## src/rtl/seq_detector_param.sv

```systemverilog
// rtl/seq_detector_param.sv - parametrised serial pattern detector with loadable pattern and saturating match counter
module seq_detector_param #(
  parameter int              WIDTH   = 3,
  parameter logic [WIDTH-1:0] PATTERN = 3'b110,
  parameter bit              OVERLAP = 1'b1,
  parameter int              CNT_W   = 8
) (
  input  logic             clk,
  input  logic             reset,
  input  logic             en,
  input  logic             a,
  input  logic             load,
  input  logic [WIDTH-1:0] pattern_in,
  input  logic             clr_cnt,
  output logic             w,
  output logic [CNT_W-1:0] match_count,
  output logic             overflow
);

  localparam int FW = $clog2(WIDTH + 1);

  logic [WIDTH-1:0] pat;
  logic [WIDTH-1:0] hist;
  logic [FW-1:0]    fill;
  logic [WIDTH-1:0] hist_n;
  logic [FW-1:0]    fill_n;
  logic             match;

  // fill saturates at WIDTH so a full history is only ever declared once WIDTH bits have arrived
  always_comb begin
    hist_n = {hist[WIDTH-2:0], a};
    fill_n = (fill == FW'(WIDTH)) ? fill : fill + FW'(1);
    match  = en && !load && (fill_n == FW'(WIDTH)) && (hist_n == pat);
  end

  always_ff @(posedge clk or negedge reset) begin
    if (!reset) begin
      pat         <= PATTERN;
      hist        <= '0;
      fill        <= '0;
      w           <= 1'b0;
      match_count <= '0;
      overflow    <= 1'b0;
    end else begin
      if (load) begin
        pat  <= pattern_in;
        hist <= '0;
        fill <= '0;
        w    <= 1'b0;
      end else if (en) begin
        hist <= hist_n;
        w    <= match;
        fill <= (match && !OVERLAP) ? '0 : fill_n;
      end else begin
        w <= 1'b0;
      end

      // a clear coinciding with a match counts that match
      if (clr_cnt) begin
        match_count <= match ? CNT_W'(1) : '0;
        overflow    <= 1'b0;
      end else if (match) begin
        if (&match_count) overflow <= 1'b1;
        else              match_count <= match_count + CNT_W'(1);
      end
    end
  end

endmodule
```

## config.mk

```make
export PLATFORM = sky130hd
export DESIGN_NAME = seq_detector_param
export DESIGN_NICKNAME = d
export VERILOG_FILES = /design/src/rtl/seq_detector_param.sv
export SDC_FILE = /design/constraint.sdc
export NUM_CORES = 1
export LEC_CHECK = 0
export BUFFER_PORTS_ARGS = -buffer_cell sky130_fd_sc_hd__clkbuf_2
export CORE_ASPECT_RATIO = 0.75
export CORE_UTILIZATION = 46
export DETAILED_ROUTE_END_ITERATION = 6
export PLACE_DENSITY = 0.77
export SYNTH_ARGS = -nofsm -noshare
export SYNTH_HDL_FRONTEND = slang
export SYNTH_SLANG_ARGS = --single-unit
```

## constraint.sdc

```tcl
create_clock -name clk -period 1.8 [get_ports clk]
set_clock_uncertainty 0.2 [all_clocks]
set_input_delay 0 -clock clk [delete_from_list [all_inputs] [get_ports clk]]
set_output_delay 0 -clock clk [all_outputs]
set_load 0.02 [all_outputs]
```

== Word level (Yosys, flattened, before mapping) ==
Index checks and enable logic that the tools add are counted.

* Register bits after elaboration: 17
* Bits of input ports: 9
* Output and inout bits: 10
* Word-level logic and storage cells: 36

* Add/sub/neg operators: 2
* Equal/unequal tests: 4
* Multiplexer cells: 14
* Reductions and logical operators: 10

{| class="wikitable"
|+ Operators by type and width
! kind !! count
|-
| 8-bit 2-to-1 mux || 3
|-
| 2-bit 2-to-1 mux || 5
|-
| 8-bit by 1-bit adder with 8-bit output, second input constant || 1
|-
| 8-bit AND reduction || 1
|-
| 1-bit 2-to-1 mux || 6
|-
| 2-bit nonzero test || 3
|-
| 2-bit equality test, second input constant || 2
|-
| 2-bit AND reduction || 2
|-
| 3-bit equality test || 1
|-
| 1-bit logical AND || 3
|-
| 2-bit by 1-bit adder with 2-bit output, second input constant || 1
|-
| 2-bit != test, second input constant || 1
|-
| 1-bit zero test || 1
|}

== Depth between registers and ports, before layout ==
Gate-level depths: netlist (run 1).

* Depth in word-level cells: 7
* Mapped depth: 7

== Worst setup path after synthesis (run 1) ==
No wires, ideal clock.

* Kind: register to register
* From: reg match_count[0]
* To: reg match_count[5]
* Library setup time: 125 ps
* Data arrival time: 1602 ps
* Data required time: 1475 ps
* Path slack: -126 ps
* Cell stages (with the launch flop): 7
* Clock period less this slack: 1926 ps
* Cells stage by stage: dfrtp_1 > ha_1 > nand3_1 > nor2_1 > buf_2 > nor4_1 > mux2_2

* Word-level cells in the longest chain between the ends: 4
* Elaborated cells on any way between the ends: 7
* Those cells by class: add/sub (1); eq/ne (1); mux (3); reduce/logical (2)

{| class="wikitable"
|+ Ends and longest elaborated chain
! item !! line !! text
|-
| from (decl) || 16 || <nowiki>output logic [CNT_W-1:0] match_count,</nowiki>
|-
| from (signal assigned) || 60 || <nowiki>match_count <= match ? CNT_W'(1) : '0;</nowiki>
|-
| from (signal assigned) || 64 || <nowiki>else match_count <= match_count + CNT_W'(1);</nowiki>
|-
| 8-bit by 1-bit adder with 8-bit output || 64 ||
|-
| 8-bit 2-to-1 mux || 63 || <nowiki>if (&match_count) overflow <= 1'b1;</nowiki>
|-
| 8-bit 2-to-1 mux || 62 || <nowiki>end else if (match) begin</nowiki>
|-
| 8-bit 2-to-1 mux || 59 || <nowiki>if (clr_cnt) begin</nowiki>
|}

Several ways; a longest one is shown, not always the timed one. The select of a mux whose other input is x is not followed.
A chain may end at the register's enable or synchronous reset.

== Worst setup path in the final report (run 1) ==
* From: reg pat[2]
* To: reg match_count[3]

* Word-level cells in the longest chain between the ends: 4

{| class="wikitable"
|+ Ends and longest elaborated chain
! item !! line !! text
|-
| from (decl) || 22 || <nowiki>logic [WIDTH-1:0] pat;</nowiki>
|-
| from (signal assigned) || 46 || <nowiki>pat <= pattern_in;</nowiki>
|-
| 3-bit equality test || 33 || <nowiki>match = en && !load && (fill_n == FW'(WIDTH)) && (hist_n == pat);</nowiki>
|-
| 1-bit logical AND || 33 ||
|-
| 2-bit nonzero test (no source line) || -- ||
|-
| 2-bit AND reduction (no source line) || -- ||
|}

Every way passes these cells.

==> results.yml, run 1 <==
clock_tree:
  tritoncts_num_sinks: 17
  cts_inserted_buffers: 3
  clock_latency_at_the_later_pin_of_the_worst_skew_pair_ns: 0.30
  clock_transition_time_at_the_flip_flop_clock_pins_of_the_worst_setup_and_hold_paths_ns: 0.10
  cts_max_path_buffers: 2
  clk_root_buffer_cell: "sky130_fd_sc_hd__clkbuf_4"
  cts_tree: "built"
  postCtsHoldBufs: 12
  htree_num_levels: 1
critical_path:
  ff2ff_path_depth: 4
  rr_startpoint: "pat[2]$_DFFE_PN1P_"
  crit_path_end_kind: "flip-flop"
  setup.reg_to_reg.worst_slack_ns: -0.05
  crit_type: "flip-flop to flip-flop"
  critical_path.max_fanout: 8
  critPathArrivalTime_ns: 1.89
  regToRegEndpoint: "match_count[3]$_DFFE_PN0P_"
  worstPathRequired_ns: 1.83
  kind_of_start_point_of_the_critical_path: "flip-flop"
route:
  drt_iter0_drc: 26
  drt.antenna.violating_nets: 0
  drc_errors: 0
  routed_wire_length_per_instance_um: 18.17
  routed_wire_length_um: 2489
  post_drt_via_cell_ratio: 5.905
  detailedRoute.firstPassIterationCount: 4
  dr_total_vias: 809
final_layout:
  finalNetCount: 127
  layout_commonest_cell: "sky130_fd_sc_hd__clkbuf_2"
  fillers: 110
  final_cell_mix: "sky130_fd_sc_hd__clkbuf_2, sky130_fd_sc_hd__dfrtp_1, sky130_fd_sc_hd__dlygate4sd3_1"
  multi_input_comb_area_sq_um: 464.2
  drive_gt1_frac: 0.4310
  syn2layout_area_growth_pct: 44.99
  antenna-diode-count: 0
  register_area_sq_um: 430.4
sta:
  fin_crit_sh: 1.030
  setup_viol: 5
  worst_slew_margin_rel: 0.5365
  clock.fmax_mhz: 539.4
  rsz0062_at_grt: "yes"
  finalWorstPathRequiredPeriod_ns: 1.854
  worst_hold_slack_ns: -0.1490
  post-route-worst-setup-slack_ns: -0.05383
  final_hold_viol_count: 8
  report.final.slew_viol_count: 0
  timing_worst_slew_pin_value_ns: 0.6929
floorplan:
  pin_count: 19
  std_cell_rows: 12
  floorplan_core_area_sq_um: 1592
  dieHeight_um: 38.94
  floorplan.initialDensity: 0.5259
  design.die.area_sq_um: 1996
  chipWidth_um: 51.26
run_status:
  violations_in_the_final_reports: "negative hold slack, negative setup slack"
  outcome: "complete, but fails checks"
grt:
  grt_first_pass_wirelength_um: 3663
  initial_antenna_violation_count: 0
  first_global_vias: 743
  grt_start_max_net_pins: 16
  globalRouteTotalUtil: 0.2845
  gr-total-overflow: 0
synth:
  avgSynthCellArea_sq_um: 10.33
  synth-warning-count: 0
  ys_seq_area_frac: 0.5112
  post_synth_inst_count: 81
  synth_fp_nets: 91
  synth_seq_cells: 17
  yosys-top-cells-area: "sky130_fd_sc_hd__dfrtp_1, sky130_fd_sc_hd__dfstp_2, sky130_fd_sc_hd__mux2_2"
  mappedNetlistArea_sq_um: 837.1
  synth_cell_type_count: 29
  synth_top_area_cell: "sky130_fd_sc_hd__dfrtp_1"
  synth_top_cell_area_share: 0.4484
pwr:
  cellPowerDensity_nw_per_um2: 592.4
  worst_ir_drop_vdd_uv: 487.0
  report.power.total_mw: 0.7190
  leakage_nw: 0.5296
worst_hold_path:
  min-delay-path-class: "input pin to flip-flop"
  worstHoldStart: "clr_cnt"
  holdPathEnd: "match_count[2]$_DFFE_PN0P_"
  worst_hold_path_depth: 2
placed_design:
  post-dp-hpwl_um: 1386
  place.port_buffers: 18
  global_placement_routability_congestion: 0.8490
flow_run:
  timing.max_cap.violations: 0
[metrics by stage]
| step | setup slack, ns | area [sq um] | utilization | setup TNS (ns) | std cells |
|---|---|---|---|---|---|
| 3_5_place_dp | -0.08706 | 982.2 | 0.6171 | -0.3352 | 120 |
| 3_3_place_gp | -0.04174 | 982.2 | 0.6171 | -0.1047 | 120 |
| 4_1_cts | -0.03313 | 1172 | 0.7366 | -0.08569 | 136 |
| 2_1_floorplan | 0.001018 | 860.8 | - | 0 | 81 |
| 5_1_grt | -0.1015 | 1214 | 0.7626 | -0.5431 | 137 |
| 6_report | -0.05383 | 1214 | 0.7626 | -0.2139 | 137 |
[power breakdown]
group          switching (mW)  internal (mW)  leakage [nW]
Combinational          0.0459         0.0548         0.292
Sequential             0.0129          0.398         0.222
Clock                   0.121         0.0864        0.0150
[cell type report]
cell class | count | share of cell area
Multi-Input combinational cell | 56 | 0.3825
Sequential cell | 17 | 0.3546
Tap cell | 21 | 0.02165
Timing Repair Buffer | 36 | 0.2103
Inverter | 3 | 0.009278
Clock buffer | 4 | 0.02165
[cell families (layout without fill, tap and decap cells)]
group	count (synthesis)	in the layout	share of synthesized area
muxes	6	6	0.07773
adders and majority gates	1	1	0.01495
xor gates and xnor gates	3	3	0.03140
buffers and inverters	8	43	0.04932
AOI/OAI and AO/OA	16	16	0.1226
and+or+nand+nor	30	30	0.1928
DFF	17	17	0.5112
[flip-flops by register name (all words and copies together) (netlist names)]
register,count
pat,3
overflow,1
match_count,8
hist,2
fill,2
w,1
[cells in the mapped netlist]
library cell	number
sky130_fd_sc_hd__buf_6	1
sky130_fd_sc_hd__dfrtp_1	15
sky130_fd_sc_hd__nand2_1	4
sky130_fd_sc_hd__inv_1	2
sky130_fd_sc_hd__dfstp_2	2
sky130_fd_sc_hd__or4_1	3
sky130_fd_sc_hd__mux2i_1	2
sky130_fd_sc_hd__nor2_1	9
sky130_fd_sc_hd__clkbuf_2	1
sky130_fd_sc_hd__clkbuf_1	1
sky130_fd_sc_hd__nand4_2	1
sky130_fd_sc_hd__buf_2	2
sky130_fd_sc_hd__inv_2	1
sky130_fd_sc_hd__nor4_1	1
sky130_fd_sc_hd__o311ai_0	1
sky130_fd_sc_hd__o41ai_1	2
sky130_fd_sc_hd__nor3_1	1
sky130_fd_sc_hd__nor2b_1	4
sky130_fd_sc_hd__ha_1	1
sky130_fd_sc_hd__a21oi_1	7
sky130_fd_sc_hd__nand3_1	4
sky130_fd_sc_hd__or3_1	1
sky130_fd_sc_hd__a311oi_1	1
sky130_fd_sc_hd__o31ai_1	3
sky130_fd_sc_hd__and3b_1	1
sky130_fd_sc_hd__mux2_2	4
sky130_fd_sc_hd__nand4_1	1
sky130_fd_sc_hd__o21ai_0	2
sky130_fd_sc_hd__xnor2_1	3
[critical path, stage by stage, from the launching register on]
cell and delay, ns:
sky130_fd_sc_hd__dfstp_2 0.56, sky130_fd_sc_hd__xnor2_2 0.14, sky130_fd_sc_hd__nand4_4 0.21, sky130_fd_sc_hd__or4_4 0.57, sky130_fd_sc_hd__a21oi_2 0.13
[how the worst max path moves through the flow]
stage,from,end,slack [ns]
after floorplan,match_count[0]$_DFFE_PN0P_,match_count[5]$_DFFE_PN0P_,0.001
after global placement,pat[2]$_DFFE_PN1P_,match_count[5]$_DFFE_PN0P_,-0.04
after detailed placement,pat[1]$_DFFE_PN1P_,match_count[7]$_DFFE_PN0P_,-0.09
after CTS,pat[1]$_DFFE_PN1P_,match_count[3]$_DFFE_PN0P_,-0.03
after global routing,pat[1]$_DFFE_PN1P_,match_count[7]$_DFFE_PN0P_,-0.10
final,pat[2]$_DFFE_PN1P_,match_count[3]$_DFFE_PN0P_,-0.05
[timing repair]
item                       CTS  global route
gates cloned                 0             0
buffers inserted             0             1
pin swaps                   10             3
hold endpoints to repair    32             8
resized for setup            7             9
setup endpoints to repair    7             9
[routing by layer]
metal  track usage  routed length [um]  vias to the layer above
li1              -                   -                      364
met1        0.3184                1023                      390
met2        0.4704                1179                       35
met3        0.1176                 162                       20
met4        0.1554                 123                        0
met5             0                   0                        -
No activity file was read; power rests on OpenSTA's default activity.
==> inputs of run 2 (changes only) <==
REMOVE_ABC_BUFFERS = 1   (was unset)
==> run 2 against run 1 <==
  * The flow finishes with violations (negative setup slack)
  * Setup slack lost 0.074 ns
  * Global-route usage fell by 0.35 points
  * Via count is 2.6% higher
  * Die area stayed put
  * Routed wire length rose by 2.5%
  * Register-to-register slack got worse by 0.07 ns
  * Non-clock buffer count increased by 6
  * Sequential power barely moved
  * Utilization up 3.6 points
  * Design area increased by 4.7%
  * Clock power about the same
  * Sequential share of layout area shrank 1.8 points
  * Critical endpoint is now match_count[2]$_DFFE_PN0P_
==> results.yml, run 2 (synthesis gave the netlist of run 1 again) <==
final_layout:
  antenna-diode-count: 0
  number_of_flip_flops_in_the_largest_register: 8
  final_cell_mix: "sky130_fd_sc_hd__clkbuf_2, sky130_fd_sc_hd__dfrtp_1, sky130_fd_sc_hd__dlygate4sd3_1"
  layout_commonest_cell: "sky130_fd_sc_hd__clkbuf_2"
  finalNetCount: 133
  drive_gt1_frac: 0.4016
  post-route-util: 0.7987
  most_flops_register: "match_count"
  layout.cell_area.non_filler_sq_um: 1271
  reg.largest.list: "match_count (8), pat (3)"
  syn2layout_area_growth_pct: 51.87
clock_tree:
  tritoncts_num_sinks: 17
  cts_max_path_buffers: 2
  cts_inserted_buffers: 3
  clk_root_buffer_cell: "sky130_fd_sc_hd__clkbuf_4"
  htree_num_levels: 1
  clock_transition_time_at_the_flip_flop_clock_pins_of_the_worst_setup_and_hold_paths_ns: 0.10
  cts_tree: "built"
  clock_latency_at_the_later_pin_of_the_worst_skew_pair_ns: 0.29
critical_path:
  worstPathRequired_ns: 1.81
  crit_path_cell_trace: "xnor2_2 -> nand4_4 -> buf_6 -> or3_1 -> a21oi_1"
  crit_path_end_kind: "flip-flop"
  critPathMaxStageDelay_ns: 0.58
  setup.reg_to_reg.worst_slack_ns: -0.13
  critPathArrivalTime_ns: 1.94
  crit_type: "flip-flop to flip-flop"
  rr_startpoint: "pat[1]$_DFFE_PN1P_"
  cp-startpoint: "pat[1]$_DFFE_PN1P_"
  critical_path.max_fanout: 8
  kind_of_start_point_of_the_critical_path: "flip-flop"
  worst_path_max_delay_cell: "sky130_fd_sc_hd__dfstp_2"
  regToRegEndpoint: "match_count[2]$_DFFE_PN0P_"
  ff2ff_path_depth: 5
floorplan:
  floorplan_core_area_sq_um: 1592
  pin_count: 19
  chipWidth_um: 51.26
  std_cell_rows: 12
  design.die.area_sq_um: 1996
  floorplan.initialDensity: 0.5259
  dieHeight_um: 38.94
route:
  drt_iter0_drc: 62
  length_of_routed_met2_wiring_um: 1247
  routed_wire_length_per_instance_um: 17.85
  drt.antenna.violating_nets: 0
  detailroute.wirelength.met3_um: 177
  routed_wire_length_um: 2552
  dr_total_vias: 830
  drt-met1-wl_um: 1093
  top_layer_used: "met4"
  post_drt_via_cell_ratio: 5.804
  drc_errors: 0
  detailedRoute.firstPassIterationCount: 4
grt:
  grt_start_max_net_pins: 16
  grt_first_pass_wirelength_um: 3801
  gr-total-overflow: 0
  first_global_vias: 784
  initial_antenna_violation_count: 0
  globalRouteTotalUtil: 0.2809
placed_design:
  global_placement_routability_congestion: 0.8239
  place.port_buffers: 18
  placedInstanceArea_sq_um: 968.4
  post-dp-hpwl_um: 1186
sta:
  report.final.slew_viol_count: 0
  worst_slew_margin_rel: 0.5441
  timing_worst_slew_pin_value_ns: 0.6815
  final_hold_viol_count: 0
  post-route-worst-setup-slack_ns: -0.1277
  setup_viol: 5
  rsz0062_at_grt: "yes"
  clock.fmax_mhz: 518.7
  finalWorstPathRequiredPeriod_ns: 1.928
  fin_crit_sh: 1.071
worst_hold_path:
  holdPathEnd: "fill[1]$_DFFE_PN0P_"
  worstHoldStart: "fill[1]$_DFFE_PN0P_"
  min-delay-path-class: "flip-flop to flip-flop"
  worst_hold_path_depth: 2
pwr:
  cellPowerDensity_nw_per_um2: 570.0
  leakage_nw: 0.5562
  worst_ir_drop_vdd_uv: 512.9
  report.power.total_mw: 0.7246
run_status:
  violations_in_the_final_reports: "negative setup slack"
  outcome: "complete, but fails checks"
flow_run:
  timing.max_cap.violations: 0
[run 2: worst max path at each step]
stage                                      end  cells past startpoint
finish              match_count[2]$_DFFE_PN0P_                      5
global route        match_count[2]$_DFFE_PN0P_                      5
CTS                 match_count[5]$_DFFE_PN0P_                      4
detailed placement  match_count[5]$_DFFE_PN0P_                      4
global placement    match_count[5]$_DFFE_PN0P_                      4
floorplan           match_count[5]$_DFFE_PN0P_                      4
[run 2: metrics by stage]
stage / std cells / setup TNS [ns] / setup WS, ns / hold slack [ns]
floorplan: 76 / -0.2367 / -0.1032 / -0.4956
global placement: 121 / -0.05507 / -0.05507 / -0.2506
detailed placement: 121 / -0.2102 / -0.1115 / -0.2506
CTS: 140 / -0.1472 / -0.05437 / 0.3362
global route: 143 / -0.9073 / -0.1646 / 0.3904
finish: 143 / -0.4866 / -0.1277 / 0.3356
[run 2: critical path, delay by kind of cell (launching register included)]
| kind | cells | cell delay, ns |
|---|---|---|
| simple gates | 2 | 0.51 |
| compound gates | 1 | 0.20 |
| xor+xnor | 1 | 0.15 |
| buf+inv | 1 | 0.20 |
| flops | 1 | 0.58 |
[run 2: repair_timing]
action                                  CTS  global route
hold buffers                             15             0
endpoints found under the setup margin    6             9
pin swaps                                 8             4
endpoints found under the hold margin    32             0
setup buffers                             0             3
gates resized for setup                  10            10
[run 2: layer usage]
layer	GRT usage	up-vias
li1	-	377
met2	0.4704	43
met1	0.3557	404
met3	0.08627	6
met5	0	-
met4	0.08108	0
[run 2: cell type report]
| cell class | instances | area [sq um] |
|---|---|---|
| multi-input cells | 56 | 461.7 |
| repair buffers | 42 | 311.5 |
| flip-flops and latches | 17 | 427.9 |
| well taps | 21 | 26.28 |
| inverters | 3 | 16.27 |
| fillers | 100 | 320.3 |
| clock buffers | 3 | 22.52 |
| clock inverters | 1 | 5.005 |
[run 2: power breakdown]
part | leakage (nW) | internal (mW) | switching [mW]
Sequential | 0.226 | 0.398 | 0.0125
Clock | 0.0177 | 0.0828 | 0.124
Combinational | 0.313 | 0.0614 | 0.0464
Total | 0.556 | 0.542 | 0.183
==> inputs of run 3 (changes only) <==
CORE_UTILIZATION = 35   (was 46)
PLACE_DENSITY = 0.63   (was 0.77)
SETUP_SLACK_MARGIN = 0.3   (was unset)
==> run 3 against run 2 <==
  * Count of clock-buffer cells in the layout rose by 1
  * The flow finishes with violations (negative hold slack, negative setup slack)
  * Global-route usage fell by 8.9 points
  * Final cell count rose by 7.0%
  * Sequential power barely moved
  * Sequential cell count did not move
  * Fmax rose by 6.5%
==> results.yml, run 3 (synthesis gave the netlist of run 1 again) <==
sta:
  rsz0062_at_grt: "yes"
  fin_crit_sh: 1.006
  timing_worst_slew_pin_value_ns: 0.4305
  setup_viol: 1
  worst_hold_slack_ns: -0.1859
  final_hold_viol_count: 1
  clock.fmax_mhz: 552.5
  post-route-worst-setup-slack_ns: -0.01004
  finalWorstPathRequiredPeriod_ns: 1.810
  worst_slew_margin_rel: 0.7130
  report.final.slew_viol_count: 0
placed_design:
  post-dp-hpwl_um: 1375
  place.port_buffers: 18
  global_placement_routability_congestion: 0.7771
  place_worst_setup_slack_ns: -0.08722
route:
  drt.antenna.violating_nets: 0
  routed_wire_length_per_instance_um: 14.39
  post_drt_via_cell_ratio: 5.078
  drt_iter0_drc: 42
  detailedRoute.firstPassIterationCount: 4
  drc_errors: 0
  dr_total_vias: 777
  routed_wire_length_um: 2201
critical_path:
  crit_type: "flip-flop to flip-flop"
  crit_path_cell_trace: "xnor2_2 -> nand4_4 -> buf_4 -> o41ai_2 -> a21oi_2"
  critical_path.max_fanout: 7
  kind_of_start_point_of_the_critical_path: "flip-flop"
  critPathBufInv: 1
  timing.critical_path.max_delay_family: "flip-flops"
  worstPathRequired_ns: 1.77
  worst_path_max_delay_cell: "sky130_fd_sc_hd__dfstp_2"
  critPathMaxStageDelay_ns: 0.56
  critPathArrivalTime_ns: 1.78
  crit_path_end_kind: "flip-flop"
clock_tree:
  tritoncts_num_sinks: 17
  clock_latency_at_the_later_pin_of_the_worst_skew_pair_ns: 0.29
  clock_transition_time_at_the_flip_flop_clock_pins_of_the_worst_setup_and_hold_paths_ns: 0.09
  cts_inserted_buffers: 3
  cts_max_path_buffers: 2
  htree_num_levels: 1
  cts_tree: "built"
  clk_root_buffer_cell: "sky130_fd_sc_hd__clkbuf_4"
final_layout:
  antenna-diode-count: 0
  layout_commonest_cell: "sky130_fd_sc_hd__clkbuf_2"
  drive_gt1_frac: 0.4876
  most_flops_register: "match_count"
  syn2layout_area_growth_pct: 52.17
  finalNetCount: 132
  number_of_flip_flops_in_the_largest_register: 8
  final_cell_mix: "sky130_fd_sc_hd__clkbuf_2, sky130_fd_sc_hd__dfrtp_1, sky130_fd_sc_hd__buf_4"
  reg.largest.list: "match_count (8), pat (3)"
floorplan:
  dieHeight_um: 44.35
  std_cell_rows: 14
  design.die.area_sq_um: 2593
  pin_count: 19
  chipWidth_um: 58.47
  floorplan_core_area_sq_um: 2120
  floorplan.initialDensity: 0.3949
grt:
  initial_antenna_violation_count: 0
  globalRouteTotalUtil: 0.1922
  grt_first_pass_wirelength_um: 3546
  gr-total-overflow: 0
  grt_start_max_net_pins: 18
  first_global_vias: 760
pwr:
  intPower_mw: 0.5304
  share_of_total_power_in_sequential_cells: 0.586
  leakage_nw: 0.5717
  total_net_switching_power_mw: 0.1692
  p_comb_frac: 0.125
  cellPowerDensity_nw_per_um2: 549.2
  net_sw_frac: 0.2419
  p_clk_frac: 0.289
  worst_ir_drop_vdd_uv: 365.6
  report.power.total_mw: 0.6996
worst_hold_path:
  min-delay-path-class: "input pin to flip-flop"
run_status:
  outcome: "complete, but fails checks"
  violations_in_the_final_reports: "negative hold slack, negative setup slack"
flow_run:
  timing.max_cap.violations: 0
## run 3: what timing repair did
| action | 4_1_cts | 5_1_grt |
|---|---|---|
| hold endpoints to repair | 32 | 9 |
| pin swaps | 11 | 5 |
| gates resized for setup | 8 | 17 |
| hold buffers | 9 | 1 |
| endpoints found under the setup margin | 10 | 12 |
| setup buffers | 1 | 1 |
## run 3: final timing paths
| kind | startpoint | end | slack, ns | cells after the start |
|---|---|---|---|---|
| setup / recovery | pat[1]$_DFFE_PN1P_ | match_count[7]$_DFFE_PN0P_ | -0.01 | 5 |
| hold / removal | a | hist[0]$_DFFE_PN0P_ | -0.19 | 3 |
| setup reg to reg | pat[1]$_DFFE_PN1P_ | match_count[7]$_DFFE_PN0P_ | -0.01 | 5 |
| hold reg to reg | overflow$_DFFE_PN0P_ | overflow$_DFFE_PN0P_ | 0.35 | 2 |
| max in group asynchronous | reset | pat[2]$_DFFE_PN1P_ | 0.53 | 3 |
| min in group asynchronous | reset | fill[1]$_DFFE_PN0P_ | 0.53 | 3 |
## run 3: worst min-delay path: cells and delay by family
family / cells / cell delay [ns]
buffers and inverters: 1 / 0.10
AND/OR/NAND/NOR: 1 / 0.10
multiplexers: 1 / 0.07
## run 3: final cells by class
class / count / area (sq um)
fillers: 166 / 845.8
multi-input cells: 56 / 475.5
flip-flops and latches: 17 / 427.9
repair buffers: 41 / 292.8
well taps: 32 / 40.04
clock buffers: 4 / 26.28
inverters: 3 / 11.26
## run 3: power groups by stage
stage / clock network [mW] / logic [mW] / registers (mW)
global route: 0.226 / 0.0956 / 0.412
global placement: 0 / 0.0576 / 0.413
CTS: 0.206 / 0.0848 / 0.410
floorplan: 0 / 0.0274 / 0.413
finish: 0.202 / 0.0874 / 0.410
detailed placement: 0 / 0.0604 / 0.415
## run 3: through the flow
step / hold slack, ns / setup TNS, ns / cells / instance area, sq um / util
after floorplan: -0.4956 / -0.2367 / 76 / 807.0 / -
after global placement: -0.2455 / -0.07956 / 138 / 1027 / 0.4847
after detailed placement: -0.2335 / -0.1577 / 138 / 1027 / 0.4847
after CTS: -0.1706 / -0.01889 / 152 / 1192 / 0.5626
after global routing: -0.1747 / -0.2958 / 153 / 1274 / 0.6009
final: -0.1859 / -0.01004 / 153 / 1274 / 0.6009
## run 3: layer usage
metal / up-vias / share of wire / GRT usage
met5: - / 0 / 0
met4: 0 / 0.011 / 0.05714
met3: 5 / 0.030 / 0.05263
met2: 15 / 0.50 / 0.3172
met1: 387 / 0.46 / 0.2505
li1: 370 / - / -
